$ cat src/rtl/add_sub_seq_if.sv
// Operand-in / result-out handshake bundle for add_sub_seq.
// The upstream producer and downstream consumer use the master side.
// The sequencer uses the slave side.
interface add_sub_seq_if #(
  parameter int SIZE = 4
);
  // Operand stream: word A, then word B together with its op select
  logic            in_valid;
  logic            in_ready;
  logic [SIZE-1:0] in_data;
  logic            in_sub;

  // Result stream: held result with carry and signed overflow
  logic            out_valid;
  logic            out_ready;
  logic [SIZE-1:0] out_s;
  logic            out_cout;
  logic            out_ovf;

  modport master (
    output in_valid, in_data, in_sub, out_ready,
    input  in_ready, out_valid, out_s, out_cout, out_ovf
  );

  modport slave (
    input  in_valid, in_data, in_sub, out_ready,
    output in_ready, out_valid, out_s, out_cout, out_ovf
  );
endinterface

$ cat src/rtl/add_sub_seq.sv
// Sequencer around an external combinational add_sub unit.
// It collects operand A and then operand B with its add/sub select.
// It presents the registered operands to add_sub for one EXEC cycle,
// then captures and holds the result until downstream accepts it.
module add_sub_seq #(
  parameter int SIZE = 4
) (
  input  logic            clk,
  input  logic            rst_n,
  add_sub_seq_if.slave    bus,
  output logic [SIZE-1:0] op_a,
  output logic [SIZE-1:0] op_b,
  output logic            op_sub,
  input  logic [SIZE-1:0] res_s,
  input  logic            res_cout,
  output logic [7:0]      txn_cnt
);

  typedef enum logic [1:0] {GET_A, GET_B, EXEC, HOLD} state_e;

  state_e          state_q, state_d;
  logic [SIZE-1:0] op_a_q, op_b_q, out_s_q;
  logic            op_sub_q, out_cout_q, out_ovf_q, out_valid_q;
  logic [7:0]      txn_cnt_q;
  logic            out_fire;
  logic            a_msb, b_msb, s_msb, ovf;

  // Only the two collection states accept words; anything offered later is ignored.
  assign bus.in_ready = (state_q == GET_A) || (state_q == GET_B);
  assign out_fire     = out_valid_q && bus.out_ready;

  // Signed overflow from the sign bits of the live operands and the add_sub result.
  assign a_msb = op_a_q[SIZE-1];
  assign b_msb = op_b_q[SIZE-1];
  assign s_msb = res_s[SIZE-1];
  assign ovf   = op_sub_q ? ((a_msb != b_msb) && (s_msb != a_msb))
                          : ((a_msb == b_msb) && (s_msb != a_msb));

  // Next-state decode for the GET_A -> GET_B -> EXEC -> HOLD cycle.
  always_comb begin
    // NOTE: assign a default before the case so no path leaves state_d unassigned (no latch).
    state_d = state_q;
    unique case (state_q)
      GET_A:   if (bus.in_valid) state_d = GET_B;
      GET_B:   if (bus.in_valid) state_d = EXEC;
      EXEC:    state_d = HOLD;
      HOLD:    if (out_fire) state_d = GET_A;
      default: state_d = GET_A;
    endcase
  end

  // State register; reset abandons any partial or held transaction.
  always_ff @(posedge clk or negedge rst_n) begin
    if (!rst_n) begin
      state_q <= GET_A;
    end else begin
      // NOTE: sequential state uses non-blocking assignments so every flop samples pre-edge values.
      state_q <= state_d;
    end
  end

  // Operand registers load only on an accepted word and are frozen in EXEC/HOLD.
  always_ff @(posedge clk or negedge rst_n) begin
    if (!rst_n) begin
      // NOTE: datapath registers are cleared too, because they are visible outputs right after reset.
      op_a_q   <= '0;
      op_b_q   <= '0;
      op_sub_q <= 1'b0;
    end else if (bus.in_valid) begin
      if (state_q == GET_A) begin
        op_a_q <= bus.in_data;
      end else if (state_q == GET_B) begin
        op_b_q   <= bus.in_data;
        op_sub_q <= bus.in_sub;
      end
    end
  end

  // Capture the add_sub result in EXEC and hold it with out_valid until the handshake.
  always_ff @(posedge clk or negedge rst_n) begin
    if (!rst_n) begin
      out_s_q     <= '0;
      out_cout_q  <= 1'b0;
      out_ovf_q   <= 1'b0;
      out_valid_q <= 1'b0;
    end else if (state_q == EXEC) begin
      out_s_q     <= res_s;
      out_cout_q  <= res_cout;
      out_ovf_q   <= ovf;
      out_valid_q <= 1'b1;
    end else if (out_fire) begin
      out_valid_q <= 1'b0;
    end
  end

  // Completed output handshakes; the counter wraps freely at 255.
  always_ff @(posedge clk or negedge rst_n) begin
    if (!rst_n) begin
      txn_cnt_q <= 8'd0;
    end else if (out_fire) begin
      txn_cnt_q <= txn_cnt_q + 8'd1;
    end
  end

  assign op_a          = op_a_q;
  assign op_b          = op_b_q;
  assign op_sub        = op_sub_q;
  assign bus.out_s     = out_s_q;
  assign bus.out_cout  = out_cout_q;
  assign bus.out_ovf   = out_ovf_q;
  assign bus.out_valid = out_valid_q;
  assign txn_cnt       = txn_cnt_q;

endmodule
$ cat src/flat_wrapper.sv
// flat-port wrapper written by rule: the top's interface ports become plain ports
module add_sub_seq_flat 
#(
  parameter int SIZE = 4
)
  (clk, rst_n, op_a, op_b, op_sub, res_s, res_cout, txn_cnt, bus_in_valid, bus_in_data, bus_in_sub, bus_out_ready, bus_in_ready, bus_out_valid, bus_out_s, bus_out_cout, bus_out_ovf);
  add_sub_seq_if #(.SIZE(SIZE)) bus_i ();
  input  logic clk;
  input  logic rst_n;
  output logic [SIZE-1:0] op_a;
  output logic [SIZE-1:0] op_b;
  output logic op_sub;
  input  logic [SIZE-1:0] res_s;
  input  logic res_cout;
  output logic [7:0] txn_cnt;
  input wire logic [$bits(bus_i.in_valid)-1:0] bus_in_valid;
  input wire logic [$bits(bus_i.in_data)-1:0] bus_in_data;
  input wire logic [$bits(bus_i.in_sub)-1:0] bus_in_sub;
  input wire logic [$bits(bus_i.out_ready)-1:0] bus_out_ready;
  output wire logic [$bits(bus_i.in_ready)-1:0] bus_in_ready;
  output wire logic [$bits(bus_i.out_valid)-1:0] bus_out_valid;
  output wire logic [$bits(bus_i.out_s)-1:0] bus_out_s;
  output wire logic [$bits(bus_i.out_cout)-1:0] bus_out_cout;
  output wire logic [$bits(bus_i.out_ovf)-1:0] bus_out_ovf;
  assign bus_i.in_valid = bus_in_valid;
  assign bus_i.in_data = bus_in_data;
  assign bus_i.in_sub = bus_in_sub;
  assign bus_i.out_ready = bus_out_ready;
  assign bus_in_ready = bus_i.in_ready;
  assign bus_out_valid = bus_i.out_valid;
  assign bus_out_s = bus_i.out_s;
  assign bus_out_cout = bus_i.out_cout;
  assign bus_out_ovf = bus_i.out_ovf;
  add_sub_seq #(.SIZE(SIZE)) u_core (.clk(clk), .rst_n(rst_n), .bus(bus_i), .op_a(op_a), .op_b(op_b), .op_sub(op_sub), .res_s(res_s), .res_cout(res_cout), .txn_cnt(txn_cnt));
endmodule
$ cat config.mk
export PLATFORM = sky130hd
export DESIGN_NAME = add_sub_seq_flat
export DESIGN_NICKNAME = d
export VERILOG_FILES = /design/src/rtl/add_sub_seq_if.sv /design/src/rtl/add_sub_seq.sv /design/src/flat_wrapper.sv
export SDC_FILE = /design/constraint.sdc
export NUM_CORES = 1
export LEC_CHECK = 0
export CAP_MARGIN = 20
export CORE_ASPECT_RATIO = 1.1
export CORE_UTILIZATION = 40
export CTS_CLUSTER_SIZE = 24
export DETAILED_ROUTE_END_ITERATION = 7
export PLACE_DENSITY_LB_ADDON = 0.05
export SLEW_MARGIN = 20
export SYNTH_ARGS = -nofsm -noshare
export SYNTH_HDL_FRONTEND = slang
export SYNTH_SLANG_ARGS = --single-unit
$ cat constraint.sdc
create_clock -name clk -period 1.3 [get_ports clk]
set_input_delay 0.13 -clock clk [delete_from_list [all_inputs] [get_ports clk]]
set_output_delay 0.13 -clock clk [all_outputs]
set_load 0.02 [all_outputs]
== Word level (Yosys, flattened, before mapping) ==
Cells that the tools add are included.
Word-level totals
  register bits: 26
  bits of input ports: 14
  word-level logic and storage cells: 36
Operators by class
  multiplexer cells: 7
  add/subtract/negate cells: 1
  reductions and logical operators: 9
  equal/unequal tests: 9
  bitwise logic cells: 1
Operators with widths (count)
  $add 8x1->8 const B: 1
  $pmux 2 s4: 1
  $mux 2: 3
  $reduce_and 3->1: 2
  $eq 2x2->1 const B: 2
  $ne 2x2->1 const B: 2
  $logic_and 1x1->1: 3
  $mux 1: 3
  $eq 2x1->1 const B: 1
  $logic_not 2->1: 1
  $ne 1x1->1: 2
  $ne 2x1->1 const B: 1
  $reduce_and 2->1: 1
  $reduce_bool 2->1: 1
  $eq 1x1->1: 1
  $logic_or 1x1->1: 1
  $not 1->1: 1

== Longest topological paths before layout ==
Gate-level depths: netlist of run 1.
  word-level depth: 3
  mapped depth: 5
  depth with buffers taken out: 5

== Least setup slack after synthesis of run 1 ==
OpenSTA, ideal clock, no wires.
  path type: flip-flop to flip-flop
  start point: register u_core.state_q[1]
  end point: register u_core.state_q[1]
  path buffers: 0
  data arrival time: 1278 ps
  stages on the path, launching flop included: 6
  clock period less this slack: 1403 ps
  setup time: 125 ps
  setup slack: -103 ps
  path through: dfrtp_1 > inv_1 > ha_1 > nor2_1 > a2bb2oi_2 > mux2_4
On the way
  cells in the longest elaborated chain, start to end: 3
  elaborated cells on any way between the ends: 9
Ends and longest elaborated chain
  from (decl): line add_sub_seq.sv:21  | state_e state_q, state_d;
  from (signal assigned): line add_sub_seq.sv:58  | state_q <= state_d;
  $eq 2x2->1, or another cell as far along: line add_sub_seq.sv:43  | unique case (state_q)
  $ne 2x1->1 (no line) or $ne 2x2->1 (tied branches)
  $reduce_and 3->1 (no line)
Several ways; a longest one is shown, not always the timed one.
A chain may end at the register's enable or synchronous reset.

== Worst setup path after layout of run 1 ==
  start point: register u_core.state_q[0]
  end point: register u_core.state_q[1]
The elaborated chain is that of the path after synthesis.

==> metrics.json, run 1 <==
{
  "status": {
    "outcome": "finished, violations left",
    "violations": "negative setup slack"
  },
  "drt": {
    "initialDrtViolationCount": 2,
    "post_drt_wl_per_cell_um": 13.8,
    "drtAntennaViolNets": 0,
    "drt_first_pass_iters": 3,
    "route.final.wire_length_um": 2380,
    "drc_errors": 0,
    "detailroute.via_count": 835,
    "viasPerCell": 4.85
  },
  "power_and_ir_drop": {
    "share_comb_of_total_power_pct": 60.3,
    "power.ir.vdd_worst_mv": 1.44,
    "share_clk_of_total_power_pct": 8.5,
    "pwr-share-seq_pct": 31.2,
    "p_sw_w": 0.00178,
    "cellPowerDensity_nw_per_um2": 2550,
    "total_internal_power_w": 0.00294,
    "cellLeakagePower_nw": 0.910,
    "power_switching_share_pct": 37.7
  },
  "floorplanning": {
    "die_h_um": 58.9,
    "top_level_ports": 39,
    "placeableCoreArea_um2": 2780,
    "design.die.area_um2": 3170,
    "die_width_um": 53.8,
    "placement_rows": 20,
    "floorplan.initialDensity_pct": 42.4
  },
  "clock_tree": {
    "postCtsHoldBufs": 0,
    "clk_root_buf": "sky130_fd_sc_hd__clkbuf_4",
    "clockBufferDepth": 2,
    "htreeDepth": 1,
    "worst_skew_pair.late_latency_ns": 0.31,
    "tritoncts": "built",
    "cts_made_buffers": 3,
    "tritoncts_num_sinks": 26,
    "clk_transition_reported_paths_ns": 0.13
  },
  "global_routing": {
    "antenna_violations_before_repair": 0,
    "globalRouteTotalUtil_pct": 17.4,
    "grt_first_pass_wirelength_um": 3960,
    "first_global_vias": 876,
    "grt_remaining_overflow": 0,
    "grt_start_max_net_pins": 27
  },
  "timing": {
    "layout_setup_ws_ns": -0.173,
    "slew-limit-headroom_pct": 77.5,
    "finClkSkew_ns": 0.00106,
    "timing.hold.ws_ns": 0.152,
    "finalSetupViolations": 18,
    "layout_worst_path_cycle_share_pct": 113,
    "tightestPinTransition_ns": 0.336,
    "setup_repair_after_global_routing_missed_its_margin": "true",
    "achievable-frequency_mhz": 679,
    "post-route-min-period_ns": 1.47,
    "slew_viol_final": 0,
    "finalHoldViolCount": 0
  },
  "yosys": {
    "synth.yosys.seq_area_share_pct": 55.2,
    "ys_seq_elements": 26,
    "postSynthCellCount": 83,
    "count_of_yosys_warnings_during_synthesis": 0,
    "postSynthAreaPerCell_um2": 14.2,
    "post_synth_instance_area_um2": 1180,
    "ys_types": 22,
    "postSynthNetCount": 103
  },
  "min_path": {
    "min-delay-path-class": "in2async"
  },
  "finish": {
    "ff_latch_area_um2": 653,
    "antenna_fix_cells": 0,
    "final_net_count": 160,
    "final_layout_size_suffix_gt1_share_pct": 36.0,
    "multi_input_logic_area_um2": 619,
    "most_frequent_cells_in_the_layout": "sky130_fd_sc_hd__dlygate4sd2_1 (24), sky130_fd_sc_hd__dfrtp_1 (24), sky130_fd_sc_hd__mux2_4 (15)",
    "area_delta_synth_final_pct": 57.0,
    "final-instance-count-excl-fill": 172,
    "n_fill_cell": 232
  },
  "place": {
    "port-buffer-count": 38,
    "rd_place_congestion": 0.687,
    "dp_cells": 165
  },
  "critical_path": {
    "worstSetupStartpoint": "u_core.state_q[0]",
    "worstPathRequired_ns": 1.51,
    "critical_path.reg2reg.endpoint": "u_core.state_q[1]",
    "startpoint_type": "register",
    "critical_path.reg2reg.startpoint": "u_core.state_q[0]",
    "cp_data_arrival_time_ns": 1.69,
    "timing_worst_setup_path_type": "reg2reg",
    "worst_r2r_path_depth": 5,
    "register_to_register_path_setup_slack_ns": -0.17,
    "critical_path.max_fanout": 3,
    "crit_path_end_kind": "register"
  },
  "job": {
    "maxCapViolations": 0
  }
}
## cells in the mapped netlist, drive strengths merged
master	count	share of area, %
a21o	1	0.64
mux2i	2	1.7
inv	3	0.96
or2	1	0.53
nand2	4	1.5
xnor2	7	5.2
xor2	1	0.74
nand3b	1	1.7
a21oi	1	0.42
a2bb2oi	1	1.3
nand4	4	2.1
nor2b	2	1.1
and3	1	0.53
buf	1	0.42
and2	1	0.53
ha	6	6.4
nor2	3	0.96
mux2	16	17
dfrtp	26	55
and4	1	0.96
## power groups by stage
stage / logic (W) / clock network (W) / registers (W)
global route: 0.00305 / 0.000447 / 0.00153
floorplan: 0.000999 / 0 / 0.00188
finish: 0.00285 / 0.000400 / 0.00147
detailed placement: 0.00260 / 0 / 0.00148
global placement: 0.00256 / 0 / 0.00145
CTS: 0.00267 / 0.000412 / 0.00145
## cell type report
class	count	area share, %
clock buffers	4	1.96
inverters	3	0.744
multi-input cells	53	33.5
flip-flops and latches	26	35.3
well taps	33	2.23
repair buffers	53	26.3
## worst max path at each step
stage | slack [ns] | cells after the start | end
global placement | -0.26 | 4 | bus_in_ready
detailed placement | -0.28 | 4 | bus_in_ready
global route | -0.23 | 6 | u_core.state_q[1]
CTS | -0.17 | 4 | bus_in_ready
finish | -0.17 | 5 | u_core.state_q[1]
floorplan | -0.04 | 5 | u_core.state_q[1]
## repair_timing
action                     CTS  global route
setup buffers                1             2
pin swaps                    4             1
gates resized for setup     46            12
setup endpoints to repair   42            19
## worst max-delay path, stage by stage (launching register included)
cell and delay, ns:
sky130_fd_sc_hd__dfrtp_2 0.47, sky130_fd_sc_hd__ha_4 0.18, sky130_fd_sc_hd__buf_6 0.12, sky130_fd_sc_hd__nor2_4 0.10
sky130_fd_sc_hd__a2bb2oi_2 0.18, sky130_fd_sc_hd__mux2_4 0.32
## per-stage QoR
stage	power, W	area [um^2]	util, %	setup TNS [ns]	setup slack [ns]
CTS	0.00454	1790	64.5	-1.39	-0.172
global route	0.00502	1850	66.6	-2.68	-0.229
detailed placement	0.00408	1690	60.9	-2.72	-0.284
global placement	0.00400	1690	60.9	-2.03	-0.264
finish	0.00472	1850	66.6	-1.64	-0.173
floorplan	0.00287	1190	-	-0.0354	-0.0354
## flip-flops by register name (all words and copies together), names as in the netlist
register              count
u_core.bus.out_valid      1
u_core.txn_cnt            8
u_core.bus.out_cout       1
u_core.op_b               4
u_core.op_a               4
u_core.bus.out_ovf        1
u_core.op_sub             1
u_core.state_q            2
u_core.bus.out_s          4
## routing by layer
metal / share of wire, % / routed length [um] / track usage, %
met5: 0 / 0 / 0
met3: 4.9 / 117 / 2.58
met1: 43 / 1020 / 22.0
met4: 1.9 / 44 / 7.89
met2: 50 / 1190 / 28.6
## cells by family after synthesis
family / synth area share [%]
AOI/OAI and AO/OA: 2.33
xor gates and xnor gates: 5.95
adders and majority gates: 6.37
buffers and inverters: 1.38
DFF: 55.2
muxes: 18.9
and+or+nand+nor: 9.87
Note: power is estimated with default switching activity, not from simulation.
==> inputs of run 2 (changes only) <==
HOLD_SLACK_MARGIN = 0.12   (was default)
SKIP_LAST_GASP = 1   (was default)
==> results of run 2 <==
Same layout as run 1: the final DEF is identical, and so are final timing and power.
==> inputs of run 3 (changes only) <==
GPL_ROUTABILITY_DRIVEN = 0   (was default)
MAX_ROUTING_LAYER = met4   (was default)
==> metrics.json, run 3 (synthesis gave the netlist of run 1 again) <==
{
  "status": {
    "outcome": {"value": "finished, violations left", "change": "unchanged"},
    "violations": {"value": "negative setup slack", "change": "unchanged"}
  },
  "critical_path": {
    "critical_path.reg2reg.endpoint": {"value": "u_core.state_q[1]", "change": "unchanged"},
    "register_to_register_path_setup_slack": {"value": -0.17, "unit": "ns", "change": "about the same"},
    "crit_path_end_kind": {"value": "register", "change": "unchanged"},
    "critical_path.cell_chain": {"value": "ha_4 -> buf_6 -> nor2_4 -> a2bb2oi_2 -> mux2_4", "change": "unchanged"},
    "slowest_delay": {"value": 0.47, "unit": "ns", "change": "about the same"},
    "critical_path.reg2reg.startpoint": {"value": "u_core.state_q[0]", "change": "unchanged"},
    "critical_path.top_delay_family": {"value": "flip-flops", "change": "unchanged"},
    "timing_worst_setup_path_type": {"value": "reg2reg", "change": "unchanged"},
    "critical_path.max_fanout": {"value": 3, "change": "unchanged"},
    "worst_r2r_path_depth": {"value": 5, "change": "unchanged"},
    "slowest_cp_cell": {"value": "sky130_fd_sc_hd__dfrtp_2", "change": "unchanged"},
    "worstPathRequired": {"value": 1.51, "unit": "ns", "change": "about the same"},
    "cp_data_arrival_time": {"value": 1.69, "unit": "ns", "change": "about the same"},
    "critical_path_buffer_and_inverter_count": {"value": 1, "change": "unchanged"},
    "startpoint_type": {"value": "register", "change": "unchanged"}
  },
  "clock_tree": {
    "postCtsHoldBufs": {"value": 0, "change": "unchanged"},
    "worst_skew_pair.late_latency": {"value": 0.31, "unit": "ns", "change": "about the same"},
    "htreeDepth": {"value": 1, "change": "unchanged"},
    "clk_root_buf": {"value": "sky130_fd_sc_hd__clkbuf_4", "change": "unchanged"},
    "tritoncts_num_sinks": {"value": 26, "change": "unchanged"},
    "clockBufferDepth": {"value": 2, "change": "unchanged"},
    "cts_made_buffers": {"value": 3, "change": "unchanged"},
    "tritoncts": {"value": "built", "change": "unchanged"},
    "clk_transition_reported_paths": {"value": 0.13, "unit": "ns", "change": "about the same"}
  },
  "power_and_ir_drop": {
    "p_sw": {"value": 0.00178, "unit": "W", "change": "about the same"},
    "power.ir.vdd_worst": {"value": 1.44, "unit": "mV", "change": "about the same"},
    "total_internal_power": {"value": 0.00294, "unit": "W", "change": "about the same"},
    "pwr-share-seq": {"value": 31.2, "unit": "%", "change": "about the same"},
    "share_comb_of_total_power": {"value": 60.3, "unit": "%", "change": "about the same"},
    "share_clk_of_total_power": {"value": 8.5, "unit": "%", "change": "about the same"},
    "cellLeakagePower": {"value": 0.910, "unit": "nW", "change": "unchanged"},
    "power_switching_share": {"value": 37.7, "unit": "%", "change": "about the same"},
    "cellPowerDensity": {"value": 2550, "unit": "nW/um^2", "change": "about the same"},
    "finalPower": {"value": 0.00472, "unit": "W", "change": "about the same"}
  },
  "finish": {
    "most_frequent_cells_in_the_layout": {"value": "sky130_fd_sc_hd__dlygate4sd2_1 (24), sky130_fd_sc_hd__dfrtp_1 (24), sky130_fd_sc_hd__mux2_4 (15)", "change": "unchanged"},
    "ff_latch_area": {"value": 653, "unit": "um^2", "change": "unchanged"},
    "largest_reg_flops": {"value": 8, "change": "unchanged"},
    "area_delta_synth_final": {"value": 57.0, "unit": "%", "change": "unchanged"},
    "multi_input_logic_area": {"value": 619, "unit": "um^2", "change": "unchanged"},
    "n_fill_cell": {"value": 232, "change": "unchanged"},
    "final-instance-count-excl-fill": {"value": 172, "change": "unchanged"},
    "final_layout_size_suffix_gt1_share": {"value": 36.0, "unit": "%", "change": "unchanged"},
    "final_net_count": {"value": 160, "change": "unchanged"},
    "antenna_fix_cells": {"value": 0, "change": "unchanged"}
  },
  "job": {
    "maxCapViolations": {"value": 0, "change": "unchanged"}
  },
  "global_routing": {
    "grt_first_pass_wirelength": {"value": 3960, "unit": "um", "change": "unchanged"},
    "antenna_violations_before_repair": {"value": 0, "change": "unchanged"},
    "first_global_vias": {"value": 874, "change": "was 876"},
    "grt_start_max_net_pins": {"value": 27, "change": "unchanged"},
    "globalRouteTotalUtil": {"value": 17.9, "unit": "%", "change": "was 17.4%"},
    "grt_remaining_overflow": {"value": 0, "change": "unchanged"}
  },
  "drt": {
    "drt_first_pass_iters": {"value": 3, "change": "unchanged"},
    "post_drt_wl_per_cell": {"value": 13.8, "unit": "um", "change": "about the same"},
    "drc_errors": {"value": 0, "change": "unchanged"},
    "drtAntennaViolNets": {"value": 0, "change": "unchanged"},
    "route.final.wire_length": {"value": 2380, "unit": "um", "change": "about the same"},
    "initialDrtViolationCount": {"value": 2, "change": "unchanged"},
    "detailroute.via_count": {"value": 835, "change": "unchanged"},
    "viasPerCell": {"value": 4.85, "change": "unchanged"}
  },
  "floorplanning": {
    "placeableCoreArea": {"value": 2780, "unit": "um^2", "change": "unchanged"},
    "die_width": {"value": 53.8, "unit": "um", "change": "unchanged"},
    "design.die.area": {"value": 3170, "unit": "um^2", "change": "unchanged"},
    "floorplan.initialDensity": {"value": 42.4, "unit": "%", "change": "unchanged"},
    "top_level_ports": {"value": 39, "change": "unchanged"},
    "die_h": {"value": 58.9, "unit": "um", "change": "unchanged"},
    "placement_rows": {"value": 20, "change": "unchanged"}
  },
  "timing": {
    "finClkSkew": {"value": 0.00151, "unit": "ns", "change": "was 0.00106 ns"},
    "slew-limit-headroom": {"value": 77.5, "unit": "%", "change": "about the same"},
    "layout_setup_ws": {"value": -0.173, "unit": "ns", "change": "about the same"},
    "finalSetupViolations": {"value": 18, "change": "unchanged"},
    "achievable-frequency": {"value": 679, "unit": "MHz", "change": "about the same"},
    "layout_worst_path_cycle_share": {"value": 113, "unit": "%", "change": "about the same"},
    "slew_viol_final": {"value": 0, "change": "unchanged"},
    "post-route-min-period": {"value": 1.47, "unit": "ns", "change": "about the same"},
    "finalHoldViolCount": {"value": 0, "change": "unchanged"},
    "tightestPinTransition": {"value": 0.336, "unit": "ns", "change": "about the same"},
    "finalSetupTns": {"value": -1.64, "unit": "ns", "change": "about the same"},
    "setup_repair_after_global_routing_missed_its_margin": {"value": "true", "change": "unchanged"}
  },
  "place": {
    "port-buffer-count": {"value": 38, "change": "unchanged"},
    "preCtsSetupSlack": {"value": -0.284, "unit": "ns", "change": "unchanged"},
    "dp_cells": {"value": 165, "change": "unchanged"}
  },
  "min_path": {
    "min-delay-path-class": {"value": "in2async", "change": "unchanged"}
  }
}
run 3: repair_timing:
item / 4_1_cts / 5_1_grt
buffers inserted: 1 / 2
endpoints found under the setup margin: 42 / 19
resized for setup: 46 / 12
pin swaps: 4 / 1
run 3: worst max path at each step:
stage                            from           endpoint  depth (start not counted)
global route        u_core.state_q[0]  u_core.state_q[1]                          6
floorplan           u_core.state_q[0]  u_core.state_q[1]                          5
global placement    u_core.state_q[0]       bus_in_ready                          4
CTS                 u_core.state_q[0]       bus_in_ready                          4
detailed placement  u_core.state_q[0]       bus_in_ready                          4
finish              u_core.state_q[0]  u_core.state_q[1]                          5
run 3: through the flow:
stage          area, um^2  hold WS [ns]  util (%)
2_1_floorplan        1190        -0.166         -
3_3_place_gp         1690         0.462      60.9
3_5_place_dp         1690         0.471      60.9
4_1_cts              1790         0.159      64.5
5_1_grt              1850         0.209      66.6
6_report             1850         0.151      66.6
run 3: layer usage:
metal | track usage, % | vias to the layer above | share of wire, %
met3 | 2.33 | 4 | 4.7
li1 | - | 400 | -
met5 | - | - | 0
met1 | 22.2 | 408 | 43
met4 | 7.89 | 0 | 1.9
met2 | 28.6 | 23 | 50
run 3: area by class of cell:
type | count | area share, %
multi-input combinational | 53 | 33.5
sequential | 26 | 35.3
inverter | 3 | 0.744
timing repair buffer | 53 | 26.3
clock buffer | 4 | 1.96
tap | 33 | 2.23
run 3: power groups by stage:
stage	combinational, W	sequential, W	clock [W]
finish	0.00285	0.00147	0.000401
global route	0.00305	0.00153	0.000447
CTS	0.00267	0.00145	0.000412
detailed placement	0.00260	0.00148	0
global placement	0.00256	0.00145	0
floorplan	0.000999	0.00188	0
